File: src/rtl/mv_pkg.sv
// mv_pkg: shared types and constants for the matrix-vector result path.
package mv_pkg;
  localparam int MV_OUT_WORDS = 5;
  localparam int MV_ID_MAX = 32;
  typedef enum logic [2:0] {
    W_ID = 3'd0,
    W_X  = 3'd1,
    W_Y  = 3'd2,
    W_Z  = 3'd3,
    W_W  = 3'd4
  } mv_word_e;
  typedef struct packed {
    logic [MV_ID_MAX-1:0] id;
    logic [31:0] ox;
    logic [31:0] oy;
    logic [31:0] oz;
    logic [31:0] ow;
  } mv_result_t;
endpackage

File: src/rtl/mv_sync_fifo.sv
// mv_sync_fifo: synchronous FIFO with occupancy count; entry 0 is reset-cleared so dout reads 0 after reset.
module mv_sync_fifo #(
  parameter int W = 8,
  parameter int DEPTH = 4
) (
  input  logic                   clk,
  input  logic                   rst,
  input  logic                   push,
  input  logic [W-1:0]           din,
  input  logic                   pop,
  output logic [W-1:0]           dout,
  output logic [$clog2(DEPTH):0] count
);
  localparam int AW = $clog2(DEPTH);
  logic [W-1:0] mem [DEPTH];
  logic [AW-1:0] wp, rp;
  logic do_push, do_pop;
  assign do_push = push && count != (AW+1)'(DEPTH);
  assign do_pop = pop && count != '0;
  assign dout = mem[rp];
  always_ff @(posedge clk) begin
    if (rst) begin
      wp <= '0;
      rp <= '0;
      count <= '0;
    end else begin
      wp <= wp + AW'(do_push);
      rp <= rp + AW'(do_pop);
      count <= count + (AW+1)'(do_push) - (AW+1)'(do_pop);
    end
  end
  always_ff @(posedge clk) begin
    if (do_push) mem[wp] <= din;
    if (rst) mem[0] <= '0;
  end
endmodule

File: src/rtl/mv_out_serializer.sv
// mv_out_serializer: buffers transformed vertices and re-emits them as id/ox/oy/oz/ow word frames.
import mv_pkg::*;
module mv_out_serializer #(
  parameter int IDW = 8,
  parameter int DEPTH = 4
) (
  input  logic           clk,
  input  logic           rst,
  input  logic           s_valid,
  output logic           s_ready,
  input  logic [IDW-1:0] s_vertex_id,
  input  logic [31:0]    s_ox,
  input  logic [31:0]    s_oy,
  input  logic [31:0]    s_oz,
  input  logic [31:0]    s_ow,
  output logic           m_valid,
  input  logic           m_ready,
  output logic [31:0]    m_data,
  output logic           m_last,
  output logic [15:0]    frames_sent
);
  localparam int CW = $clog2(DEPTH) + 1;
  localparam mv_word_e LAST = mv_word_e'(3'(MV_OUT_WORDS - 1));
  mv_word_e st, st_nxt;
  mv_result_t din, head;
  logic [CW-1:0] count;
  logic push, pop, fire;
  assign s_ready = !rst && count < CW'(DEPTH);
  assign push = s_valid && s_ready;
  assign m_valid = count != '0;
  assign fire = m_valid && m_ready;
  assign pop = fire && st == LAST;
  assign m_last = m_valid && st == LAST;
  assign din = '{id: MV_ID_MAX'(s_vertex_id), ox: s_ox, oy: s_oy, oz: s_oz, ow: s_ow};
  assign m_data = st == W_ID ? head.id :
                  st == W_X  ? head.ox :
                  st == W_Y  ? head.oy :
                  st == W_Z  ? head.oz : head.ow;
  mv_sync_fifo #(.W($bits(mv_result_t)), .DEPTH(DEPTH)) u_fifo (
    .clk(clk),
    .rst(rst),
    .push(push),
    .din(din),
    .pop(pop),
    .dout(head),
    .count(count)
  );
  always_ff @(posedge clk) begin
    st <= rst ? W_ID : st_nxt;
    frames_sent <= rst ? 16'd0 : frames_sent + 16'(pop);
  end
  always_comb begin
    st_nxt = st;
    if (fire) st_nxt = st == LAST ? W_ID : mv_word_e'(st + 3'd1);
  end
endmodule

File: config.mk
export PLATFORM = sky130hd
export DESIGN_NAME = mv_out_serializer
export DESIGN_NICKNAME = d
export VERILOG_FILES = /design/src/rtl/mv_pkg.sv /design/src/rtl/mv_sync_fifo.sv /design/src/rtl/mv_out_serializer.sv
export SDC_FILE = /design/constraint.sdc
export NUM_CORES = 1
export LEC_CHECK = 0
export BUFFER_PORTS_ARGS = -buffer_cell sky130_fd_sc_hd__buf_2
export CAP_MARGIN = 0
export CORE_UTILIZATION = 54
export DETAILED_ROUTE_END_ITERATION = 6
export PLACE_DENSITY_LB_ADDON = 0.15
export SYNTH_ARGS = -nofsm -noshare
export SYNTH_HDL_FRONTEND = slang
export SYNTH_SLANG_ARGS = --single-unit
export TNS_END_PERCENT = 20
File: constraint.sdc
create_clock -name clk -period 12.2 [get_ports clk]
set_clock_uncertainty 0.2 [all_clocks]
set_input_delay 0.61 -clock clk [delete_from_list [all_inputs] [get_ports clk]]
set_output_delay 0.61 -clock clk [all_outputs]
set_load 0.005 [all_outputs]
==> qor.yml <==
status: "finished, final reports clean"
start_util_pct: 54.8
cts_tree: "yes"
async_flop_share_pct: 0
clock_latency_ns: 0.58
ios: 191
vias: 11700
finalSetupViolCount: 0
dp_cells: 1928
holdBufCountCts: 0
synth_area_mm2: 0.0230
p_sw_uw: 829
crit_chain: "buf_4, and2_1, a22oi_1, nand3_1, a21oi_1, buf_2"
netSwitchingFraction_pct: 20.5
drcViolationCount: 0
drv_slew: 0
path_class: "flip-flop to output port"
synth_area_per_cell_um2: 18.4
synth-compound-area-share_pct: 3.74
port_buffers: 190
fmax_mhz: 224
synth_nets: 1401
p_int_mw: 3.22
power.clock.fraction_pct: 39.7
ys_ff_latch: 570
max_stage_delay_ns: 0.86
hp-class: "input port to flip-flop"
clock_path_buffers: 3
cp_slowest_cell: "buf_4"
layout-drive-gt1-share_pct: 26.5
p_seq_share_pct: 54.8
synth_flop_cell: "edfxtp_1"
die-area_mm2: 0.0434
core_mm2: 0.0419
cts.sinks: 570
crit_path_end_kind: "output port"
die_y_um: 208
drt_iter0_markers: 682
yosys_warnings: 0
fin_crit_sh_pct: 36.5
routabilityCongestion: 0.733
first_pass_iters: 5
final_common_cell: "edfxtp_1"
area_delta_synth_final_pct: 13.6
root_buffer: "clkbuf_16"
rsz0062_at_grt: "no"
finalSetupTns_ns: 0
synth-edff-count: 544
ys_seq_area_share_pct: 73.4
synthXorXnorAreaFrac_pct: 0.610
vias_per_cell: 5.76
crit_path_start_kind: "flip-flop"
yosys.area_share.simple_pct: 6.24
synth.distinct_cells: 46
die_w_um: 208
relSlewSlack_pct: 25.5
power_density_mw_per_mm2: 155
netlist_instances: 1251
wl_per_cell_um: 23.2
htreeDepth: 2
timing.final.crit_period_ns: 4.46
worstPathArrival_ns: 3.65
finalHoldViolCount: 0
cts_setup_buffers: 0
max_slew.worst_pin.slew_ns: 1.12
synth_mux_area_share_pct: 13.6
min_path_cells: 2
n_antenna_cell: 0
rr_worst_depth: 5
stdcell_count: 2024
numCtsBuffers: 55
hp-start: "s_ox[22]"
p_comb_share_pct: 5.6
routed_wl_um: 46900
ir_drop_mv: 0.0985
critPathMaxFanout: 50
startpoint: "u_fifo.rp[0]"
path_clk_slew_ns: 0.06
p_total_mw: 4.05
mostFrequentLayoutCells: "edfxtp_1 (544), buf_2 (189), nor2b_1 (146)"
rr_startpoint: "u_fifo.count[2]"
dp_hpwl_um: 27300
grt_pass1_wl_um: 70900
synth_top_family_by_area: "multiplexers"
ant_nets: 0
final_nets: 1596
grt_max_degree: 89
track_usage_pct: 21.9
maxCapViolations: 0
grt-ovfl-total: 0
antenna_found_initial: 3
cts_resized: 0
synth_fa_ha_area_share_pct: 0.577
cp.required_ns: 11.39
p_leak_nw: 8.59
rows: 75
grt_pass1_vias: 11900
[power by group through the flow]
stage,clock network [mW],logic [mW],registers (mW)
final,1.61,0.225,2.22
after global placement,0,0.225,2.26
after detailed placement,0,0.228,2.26
after global routing,1.71,0.247,2.22
after CTS,1.64,0.230,2.22
after floorplan,0,0.133,2.26
[synth_stat cells (4+ instances only)]
cell      number  area [µm²]
a22oi_1       30         225
mux2i_1       92         921
mux4_2        98        2210
o21a_1        10        75.1
o21ai_0       15        75.1
nor2b_1      148         926
nand3_1       23         115
a31oi_1        8        50.1
dfxtp_1       26         521
nand2b_1       5        31.3
nor2_1        34         128
nor3b_1        4        30.0
a21oi_1       46         230
xor2_1         8        70.1
ha_1           9         113
edfxtp_1     544       16300
clkbuf_1      33         124
a211oi_1       4        30.0
nand4_1        5        31.3
buf_2         20         100
buf_1          5        18.8
buf_6          6        67.6
nand2_1       12        45.0
inv_1          6        22.5
xnor2_1        8        70.1
buf_4          5        37.5
o22ai_1       18         113
[state kept, by name, summed over array words and instances, names as in the netlist]
register	cells
frames_sent	16
st	3
u_fifo.count	3
u_fifo.mem	544
u_fifo.rp	2
u_fifo.wp	2
[routing by layer]
layer  GRT usage [%]  up-vias  part of all wire (%)
li1                -     5334                     -
met4            6.16        6                   1.9
met1            30.7     5943                    43
met3            3.89       67                   5.6
met5               0        -                 0.085
met2            35.6      305                    49
[area by class of cell]
type | count | area, µm²
clock buffers | 77 | 1520
multi-input cells | 603 | 5740
well taps | 539 | 674
inverters | 6 | 22.5
repair buffers | 210 | 1110
fillers | 3025 | 15900
flip-flops and latches | 570 | 16900
clock inverters | 19 | 166
[metrics by stage]
stage | utilization [%] | worst slack [ns] | instance area (µm²) | hold slack, ns
5_1_grt | 62.2 | 7.41 | 26100 | 0.221
4_1_cts | 62.2 | 7.62 | 26100 | 0.191
3_5_place_dp | 58.2 | 8.14 | 24400 | 0.288
3_3_place_gp | 58.2 | 8.15 | 24400 | 0.278
2_1_floorplan | - | 0.325 | 23000 | 0.279
6_report | 62.2 | 7.74 | 26100 | 0.232
[kinds of logic after synthesis]
logic type	count (synthesis)
DFF	570
and+or+nand+nor	249
muxes	190
AOI/OAI and AO/OA	138
buffers and inverters	78
xor gates and xnor gates	16
adders and majority gates	10
[worst max-delay path, delay by kind of cell (launching register included)]
kind                   cells  cell delay [ns]
buffers and inverters      2             1.01
AND/OR/NAND/NOR            2             0.88
flip-flops                 1             0.81
AO/OA/AOI/OAI              2             0.28
[path summary, 6_finish.rpt]
path | end | slack (ns)
worst max-delay path | m_data[8] | 7.74
worst min-delay path | u_fifo.mem[2][118] | 0.23
worst max register to register | u_fifo.mem[2][131] | 9.20
worst min register to register | frames_sent[15] | 0.30
No activity file was read; power rests on OpenSTA's default activity.
